<file path="src/rtl/array_argmin_pkg.sv">
// Shared types and elaboration helpers for the event-counter argmin array.
package array_argmin_pkg;

  typedef enum logic {
    MODE_WRAP = 1'b0,
    MODE_SAT  = 1'b1
  } mode_e;

  // On equal counts the lower channel index is reported.
  localparam bit TIE_LOW_IDX_WINS = 1'b1;

  function automatic bit is_pow2(input int n);
    return (n > 0) && ((n & (n - 1)) == 0);
  endfunction

endpackage

</file>
<file path="src/rtl/argmin_node.sv">
// One registered 2:1 argmin compare node; port a carries the lower-index candidate.
module argmin_node
  import array_argmin_pkg::*;
#(
  parameter int unsigned W   = 12,
  parameter int unsigned IDW = 2
) (
  input  logic           clk,
  input  logic           rst,
  input  logic [IDW-1:0] a_idx,
  input  logic [W-1:0]   a_cnt,
  input  logic [IDW-1:0] b_idx,
  input  logic [W-1:0]   b_cnt,
  output logic [IDW-1:0] win_idx,
  output logic [W-1:0]   win_cnt
);

  logic take_b;

  always_comb begin
    take_b = (b_cnt < a_cnt) || (!TIE_LOW_IDX_WINS && (b_cnt == a_cnt));
  end

  always_ff @(posedge clk) begin
    if (rst) begin
      win_idx <= '0;
      win_cnt <= '0;
    end else if (take_b) begin
      win_idx <= b_idx;
      win_cnt <= b_cnt;
    end else begin
      win_idx <= a_idx;
      win_cnt <= a_cnt;
    end
  end

endmodule

</file>
<file path="src/rtl/array_argmin_pipe.sv">
// N-channel event-counter array with a pipelined argmin tree (latency IDW),
// per-channel clear, saturate/wrap overflow and a registered saturation flag.
module array_argmin_pipe
  import array_argmin_pkg::*;
#(
  parameter int unsigned W    = 12,
  parameter int unsigned N    = 4,
  parameter mode_e       MODE = MODE_SAT,
  localparam int unsigned IDW = $clog2(N)
) (
  input  logic           clk,
  input  logic           rst,
  input  logic           ce,
  input  logic [IDW-1:0] id,
  input  logic           clr,
  input  logic [IDW-1:0] clr_id,
  output logic [IDW-1:0] min_id,
  output logic [W-1:0]   min_cnt,
  output logic           min_vld,
  output logic           any_sat
);

  if (!is_pow2(int'(N)) || (N < 2) || (W < 2)) begin : g_param_check
    $error("array_argmin_pipe: N must be a power of two >= 2 and W >= 2");
  end

  logic [W-1:0]   cnt [N];
  logic           sat_now;
  logic [IDW-1:0] vld_sr;

  // Clear has priority over increment on the same channel.
  always_ff @(posedge clk) begin
    if (rst) begin
      for (int unsigned i = 0; i < N; i++) cnt[i] <= '0;
    end else begin
      for (int unsigned i = 0; i < N; i++) begin
        if (clr && (clr_id == IDW'(i))) begin
          cnt[i] <= '0;
        end else if (ce && (id == IDW'(i))) begin
          if ((MODE == MODE_SAT) && (cnt[i] == '1)) cnt[i] <= cnt[i];
          else                                      cnt[i] <= cnt[i] + W'(1);
        end
      end
    end
  end

  always_comb begin
    sat_now = 1'b0;
    for (int unsigned i = 0; i < N; i++) sat_now = sat_now | (cnt[i] == '1);
  end

  always_ff @(posedge clk) begin
    if (rst) any_sat <= 1'b0;
    else     any_sat <= (MODE == MODE_SAT) && sat_now;
  end

  // Heap layout: node k compares nodes 2k and 2k+1; leaves N..2N-1 are the counters.
  logic [IDW-1:0] nidx [1:2*N-1];
  logic [W-1:0]   ncnt [1:2*N-1];

  for (genvar l = 0; l < N; l++) begin : g_leaf
    assign nidx[N+l] = IDW'(l);
    assign ncnt[N+l] = cnt[l];
  end

  for (genvar k = 1; k < N; k++) begin : g_node
    argmin_node #(
      .W   (W),
      .IDW (IDW)
    ) u_node (
      .clk     (clk),
      .rst     (rst),
      .a_idx   (nidx[2*k]),
      .a_cnt   (ncnt[2*k]),
      .b_idx   (nidx[2*k+1]),
      .b_cnt   (ncnt[2*k+1]),
      .win_idx (nidx[k]),
      .win_cnt (ncnt[k])
    );
  end

  assign min_id  = nidx[1];
  assign min_cnt = ncnt[1];

  always_ff @(posedge clk) begin
    if (rst) vld_sr <= '0;
    else     vld_sr <= (vld_sr << 1) | IDW'(1);
  end

  assign min_vld = vld_sr[IDW-1];

endmodule

</file>
<file path="config.mk">
export PLATFORM = sky130hd
export DESIGN_NAME = array_argmin_pipe
export DESIGN_NICKNAME = d
export VERILOG_FILES = /design/src/rtl/array_argmin_pkg.sv /design/src/rtl/argmin_node.sv /design/src/rtl/array_argmin_pipe.sv
export SDC_FILE = /design/constraint.sdc
export NUM_CORES = 1
export LEC_CHECK = 0
export BUFFER_PORTS_ARGS = -buffer_cell sky130_fd_sc_hd__buf_4
export CORE_UTILIZATION = 45
export DETAILED_ROUTE_END_ITERATION = 8
export SLEW_MARGIN = 20
export SYNTH_ARGS = -nofsm -noshare
export SYNTH_HDL_FRONTEND = slang
export SYNTH_SLANG_ARGS = --single-unit
</file>
<file path="constraint.sdc">
create_clock -name clk -period 3.9 [get_ports clk]
set_input_delay 0.195 -clock clk [delete_from_list [all_inputs] [get_ports clk]]
set_output_delay 0.195 -clock clk [all_outputs]
set_load 0.01 [all_outputs]
</file>
* After elaboration in Yosys (flattened, before gate mapping)
Memory sizes are Yosys's and may differ from the RTL's.
Cells that the tools add are included.
** Storage, ports and cells
- Output and inout port bits :: 16
- Memories kept :: 1
- Bits in writable memories :: 48
- Register bits after elaboration :: 45
- Logic and storage cells :: 125
** Memories
- cnt :: words 4, bits a word 12, read ports 4, clocked after memory_dff 0, wr ports 4, RTL line array_argmin_pipe.sv:27 : logic [W-1:0] cnt [N];
** Cells by class
- Bitwise logic cells :: 15
- Order comparisons :: 3
- Add/subtract/negate cells :: 4
- Reductions and logical operators :: 10
- Eq/ne operators :: 10
- Multiplexer cells :: 73
** Operator list (count)
- 12-bit 2-to-1 mux :: 15
- 1-bit 2-to-1 mux :: 57
- 12-bit by 1-bit adder with 12-bit output (second input constant) :: 4
- 12-bit == test (second input constant) :: 4
- 12-bit < comparator :: 3
- 1-bit OR :: 15
- 2-bit == test (second input constant) :: 4
- 1-bit logical AND :: 8
- 2-bit by 1-bit == test with 1-bit output (second input constant) :: 2
- 2-bit logical NOT :: 2
- 2-bit 2-to-1 mux :: 1

* Depth between registers and ports, before layout
An unclocked memory read counts as a cell.
- Word-level depth :: 9
- Gate-level depth with buffers :: 8
- Mapped depth without buffers :: 7

* Modules after synthesis
Synthesis repeated with hierarchy kept, for this count alone.
** Unflattened totals
- Cells, all modules :: 546
- Area total of the unflattened synthesis :: 5491.5 sq um
** Modules (own cells, without submodules)
- argmin_node :: seq. area each 280.3 sq um, instances 3, cells an instance 99, area an instance 932.1 sq um
- array_argmin_pipe :: seq. area each 1501.4 sq um, instances 1, cells an instance 249, area an instance 2695.1 sq um

* Worst setup path before layout
OpenSTA, ideal clock, no wires.
- Path type :: register to register
- From :: memory cnt[1][9]
- To :: register g_node[2].u_node.win_cnt[10]
- Period minus slack after synthesis :: 2.083 ns
- Stages on the path, launching flop included :: 8
- Path buffers :: 1
- Data arrival time :: 2.012 ns
- Required time :: 3.828 ns
- Setup slack :: 1.817 ns
- Path through :: edfxtp_1 > ha_1 > nand4_1 > nor2_1 > or3_1 > a221oi_2 > buf_6 > mux2i_1
** RTL lines
- from (decl) :: RTL line array_argmin_pipe.sv:27
- to (signal assigned) :: RTL line argmin_node.sv:30 : win_cnt <= b_cnt;
- to (signal assigned) :: RTL line argmin_node.sv:33 : win_cnt <= a_cnt;
- to (decl) :: RTL line argmin_node.sv:15 : output logic [W-1:0] win_cnt

* Worst setup path after layout
- From :: register g_node[2].u_node.win_cnt[9]
- To :: register g_node[1].u_node.win_cnt[0]
** On the way
- Cells in the longest elaborated chain, start to end :: 2
** RTL lines
- 12-bit < comparator :: RTL line argmin_node.sv:21 : take_b = (b_cnt < a_cnt) || (!TIE_LOW_IDX_WINS && (b_cnt == a_cnt));
- 12-bit 2-to-1 mux :: RTL line argmin_node.sv:28 : end else if (take_b) begin
- to (signal assigned) :: RTL line argmin_node.sv:30
- to (signal assigned) :: RTL line argmin_node.sv:33
- to (decl) :: RTL line argmin_node.sv:15
Every way passes these cells.
A chain may end at the register's enable or synchronous reset.

==> impl_metrics.xml <==
<?xml version="1.0" encoding="UTF-8"?>
<metrics>
  <group name="status">
    <metric name="result_of_the_run" unit="">finished, final reports clean</metric>
  </group>
  <group name="sta">
    <metric name="report.final.slew_viol_count" unit="">0</metric>
    <metric name="slew-limit-headroom" unit="%">40.6</metric>
    <metric name="worst-slew-pin-transition" unit="ns">0.892</metric>
    <metric name="min_period" unit="ns">2.35</metric>
    <metric name="grt_setup_unrepaired" unit="">no</metric>
    <metric name="clock.fmax" unit="GHz">0.426</metric>
    <metric name="final_min_period_over_clock_period" unit="%">60.2</metric>
    <metric name="finalHoldViolations" unit="">0</metric>
    <metric name="final.hold.worst_slack" unit="ns">0.0386</metric>
    <metric name="report.final.setup_viol" unit="">0</metric>
    <metric name="fin_setup_tns" unit="ns">0</metric>
    <metric name="skew" unit="ns">0.0118</metric>
  </group>
  <group name="critical_path">
    <metric name="worst_path_dominant_cell_family" unit="">compound AO/OA/AOI/OAI gates</metric>
    <metric name="worst-r2r-cell-count" unit="">7</metric>
    <metric name="worst-r2r-setup-slack" unit="ns">1.55</metric>
    <metric name="worst_setup_path_end_kind" unit="">flop</metric>
    <metric name="arrival" unit="ns">2.64</metric>
    <metric name="timing.critical_path.from_type" unit="">flop</metric>
    <metric name="critical_path_buf_inv_count" unit="">1</metric>
    <metric name="worst_r2r_endpoint" unit="">g_node[1].u_node.win_cnt[0]</metric>
    <metric name="worst_reg2reg_startpoint" unit="">g_node[2].u_node.win_cnt[9]</metric>
    <metric name="crit_path_category" unit="">reg -&gt; reg</metric>
    <metric name="slowest_delay" unit="ns">0.70</metric>
    <metric name="crit_path_max_fanout" unit="">14</metric>
    <metric name="critPathRequiredTime" unit="ns">4.19</metric>
    <metric name="timing.critical_path.slowest_stage_cell" unit="">sky130_fd_sc_hd__a221oi_4</metric>
    <metric name="timing.critical_path.cells" unit="">inv_1 -&gt; ha_1 -&gt; nand4_1 -&gt; nor2_1 -&gt; or3_1 -&gt; a221oi_4 -&gt; mux2i_1</metric>
  </group>
  <group name="global_routing">
    <metric name="grt_pass1_vias" unit="">3478</metric>
    <metric name="antenna_found_initial" unit="">0</metric>
    <metric name="globalRouteMet2Util" unit="%">30.7</metric>
    <metric name="globalRouteTotalUtil" unit="%">19.2</metric>
    <metric name="wire_length_of_the_first_global_routing_pass" unit="um">16900</metric>
    <metric name="grt.busiest_layer" unit="">met2</metric>
    <metric name="gr-total-overflow" unit="">0</metric>
    <metric name="use_met3" unit="%">3.03</metric>
    <metric name="grt.met1_usage" unit="%">25.8</metric>
    <metric name="grt_start_max_net_pins" unit="">81</metric>
  </group>
  <group name="logic_synthesis">
    <metric name="yosys_register_bits" unit="">92</metric>
    <metric name="synth_nets" unit="">563</metric>
    <metric name="synth-edff-count" unit="">48</metric>
    <metric name="post_synth_instance_area" unit="um^2">4990</metric>
    <metric name="async_reset_ff_share" unit="%">0</metric>
    <metric name="netlist-cell-type-count" unit="">39</metric>
    <metric name="yosysWarningCount" unit="">0</metric>
    <metric name="yosys_top_cell_area_share" unit="%">28.9</metric>
    <metric name="synthesis.area_per_instance" unit="um^2">9.64</metric>
    <metric name="synth-main-ff-cell" unit="">sky130_fd_sc_hd__edfxtp_1</metric>
    <metric name="post_synth_inst_count" unit="">518</metric>
    <metric name="netlist_top_cells_area" unit="">sky130_fd_sc_hd__edfxtp_1 (29%), sky130_fd_sc_hd__dfxtp_1 (18%), sky130_fd_sc_hd__ha_1 (9.3%)</metric>
    <metric name="synth_area_leader_cell" unit="">sky130_fd_sc_hd__edfxtp_1</metric>
    <metric name="portion_of_the_post_synthesis_area_used_by_sequential_elements" unit="%">46.5</metric>
  </group>
  <group name="detailed_routing">
    <metric name="drcViolationCount" unit="">0</metric>
    <metric name="final_antenna_net_count" unit="">0</metric>
    <metric name="drt-initial-drc-count" unit="">162</metric>
    <metric name="wire_per_inst" unit="um">14.8</metric>
    <metric name="detail_route.vias_per_cell" unit="">5.15</metric>
    <metric name="detailroute.via_count" unit="">3528</metric>
    <metric name="route.final.wire_length" unit="um">10100</metric>
    <metric name="drt_first_pass_iters" unit="">4</metric>
  </group>
  <group name="floorplan">
    <metric name="die_w" unit="um">107</metric>
    <metric name="dieHeight" unit="um">107</metric>
    <metric name="initial_utilization" unit="%">46.1</metric>
    <metric name="num_rows" unit="">38</metric>
    <metric name="fp.dieArea" unit="um^2">11500</metric>
    <metric name="i_o_pin_cnt" unit="">24</metric>
    <metric name="core_region_area" unit="um^2">10800</metric>
  </group>
  <group name="placement">
    <metric name="dpl.cell_count" unit="">669</metric>
    <metric name="dp.final_hpwl" unit="um">7430</metric>
    <metric name="finalWeightedCongestion" unit="">0.844</metric>
    <metric name="place.port_buffers" unit="">23</metric>
  </group>
  <group name="clocking">
    <metric name="post_cts.repair.setup_buffers" unit="">0</metric>
    <metric name="cts-htree-levels" unit="">3</metric>
    <metric name="clk_pin_slew" unit="ns">0.09</metric>
    <metric name="clock_latency" unit="ns">0.37</metric>
    <metric name="cts_stage_hold_buffer_count" unit="">0</metric>
    <metric name="cts_max_path_buffers" unit="">2</metric>
    <metric name="clock-root-buffer" unit="">sky130_fd_sc_hd__clkbuf_8</metric>
    <metric name="tritoncts" unit="">done</metric>
    <metric name="tritoncts.num_buffers" unit="">9</metric>
    <metric name="cts_resized" unit="">0</metric>
    <metric name="numClockSinks" unit="">92</metric>
  </group>
  <group name="pwr">
    <metric name="p_leak" unit="nW">2.29</metric>
    <metric name="power" unit="mW">2.23</metric>
    <metric name="ir_worst_vdd" unit="uV">179</metric>
    <metric name="pwr_density_cell" unit="nW/um^2">405</metric>
  </group>
  <group name="layout">
    <metric name="antenna_cells" unit="">0</metric>
    <metric name="commonest_cells_after_routing_fill_and_taps_aside" unit="">sky130_fd_sc_hd__nand2_1 (99), sky130_fd_sc_hd__nor2_1 (57), sky130_fd_sc_hd__edfxtp_1 (48)</metric>
    <metric name="final_common_cell" unit="">sky130_fd_sc_hd__nand2_1</metric>
    <metric name="layout-drive-gt1-share" unit="%">9.17</metric>
    <metric name="instances_no_fill" unit="">685</metric>
    <metric name="nets" unit="">585</metric>
    <metric name="flow.area_growth_from_synthesis" unit="%">10.1</metric>
  </group>
  <group name="min_path">
    <metric name="class_of_the_most_critical_hold_timing_path" unit="">in -&gt; reg</metric>
    <metric name="hold_end" unit="">vld_sr[1]</metric>
    <metric name="hold_path.startpoint" unit="">rst</metric>
    <metric name="hold_depth" unit="">2</metric>
  </group>
  <group name="flow_run">
    <metric name="max_cap_viol_count" unit="">0</metric>
  </group>
</metrics>
-- routing by layer --
metal	part of all wire [%]	wire length (um)
met5	0	0
met4	1.7	174
met3	3.4	342
met2	45	4540
met1	50	5080
-- power by group --
group	switching, mW	internal, mW
clock	0.340	0.345
sequential	0.0690	1.10
combinational	0.203	0.175
total	0.613	1.62
-- cell type report --
class                      count  area (um^2)
inverter                      39          146
fill                        1013         5340
tap                          140          175
clock inverter                 2         11.3
clock buffer                  14          205
timing repair buffer          26          195
multi-input combinational    372         2440
sequential                    92         2320
-- state kept, by name (all words and copies together) (netlist names) --
name	flops
g_node.u_node.win_idx	5
cnt	48
vld_sr	2
g_node.u_node.win_cnt	36
any_sat	1
-- through the flow --
stage	utilization (%)	setup slack, ns	area [um^2]
after floorplan	-	1.82	4990
after global placement	48.7	1.60	5280
after detailed placement	48.7	1.53	5280
after CTS	50.7	1.51	5500
after global routing	50.7	1.39	5500
final	50.7	1.55	5500
-- worst reg2reg max path: stages (launching register included) --
cell,delay (ns)
sky130_fd_sc_hd__dfxtp_1,0.36
sky130_fd_sc_hd__inv_1,0.05
sky130_fd_sc_hd__ha_1,0.29
sky130_fd_sc_hd__nand4_1,0.14
sky130_fd_sc_hd__nor2_1,0.06
sky130_fd_sc_hd__or3_1,0.39
sky130_fd_sc_hd__a221oi_4,0.70
sky130_fd_sc_hd__mux2i_1,0.29
-- kinds of logic (layout without fill, tap and decap cells) --
family / count (synthesis) / count (layout) / share of synthesized area [%]
and+or+nand+nor: 229 / 229 / 20.5
DFF: 92 / 92 / 46.5
buffers and inverters: 54 / 81 / 4.59
xor gates and xnor gates: 40 / 40 / 7.02
adders and majority gates: 37 / 37 / 9.27
muxes: 37 / 37 / 7.42
AOI/OAI and AO/OA: 29 / 29 / 4.74
-- Yosys cell counts, types with 3 or more instances --
master and n:
sky130_fd_sc_hd__o21ai_0 4, sky130_fd_sc_hd__inv_2 3, sky130_fd_sc_hd__a21oi_1 6, sky130_fd_sc_hd__nor4_1 3, sky130_fd_sc_hd__nor2b_1 4, sky130_fd_sc_hd__nor3_1 11
sky130_fd_sc_hd__inv_1 36, sky130_fd_sc_hd__o21bai_1 3, sky130_fd_sc_hd__nand2_1 99, sky130_fd_sc_hd__nand3_1 17, sky130_fd_sc_hd__xnor2_1 28, sky130_fd_sc_hd__nor2_1 57
sky130_fd_sc_hd__xor2_1 12, sky130_fd_sc_hd__nand2b_1 4, sky130_fd_sc_hd__nand4_1 7, sky130_fd_sc_hd__a21o_1 6, sky130_fd_sc_hd__and3_1 12, sky130_fd_sc_hd__dfxtp_1 44
sky130_fd_sc_hd__buf_6 3, sky130_fd_sc_hd__buf_2 3, sky130_fd_sc_hd__edfxtp_1 48, sky130_fd_sc_hd__ha_1 37, sky130_fd_sc_hd__mux2i_1 37, sky130_fd_sc_hd__clkbuf_1 9
sky130_fd_sc_hd__or3_1 5
-- how the worst max path moves through the flow --
stage | endpoint | slack [ns] | depth (start not counted) | start
floorplan | g_node[2].u_node.win_cnt[10] | 1.82 | 7 | cnt[1][9]
global placement | g_node[1].u_node.win_cnt[7] | 1.60 | 7 | g_node[2].u_node.win_cnt[9]
detailed placement | g_node[1].u_node.win_cnt[0] | 1.53 | 7 | g_node[2].u_node.win_cnt[9]
CTS | g_node[1].u_node.win_cnt[0] | 1.51 | 7 | g_node[2].u_node.win_cnt[9]
global route | g_node[1].u_node.win_cnt[1] | 1.39 | 7 | g_node[2].u_node.win_cnt[9]
finish | g_node[1].u_node.win_cnt[0] | 1.55 | 7 | g_node[2].u_node.win_cnt[9]
No activity file was read; power rests on OpenSTA's default activity.
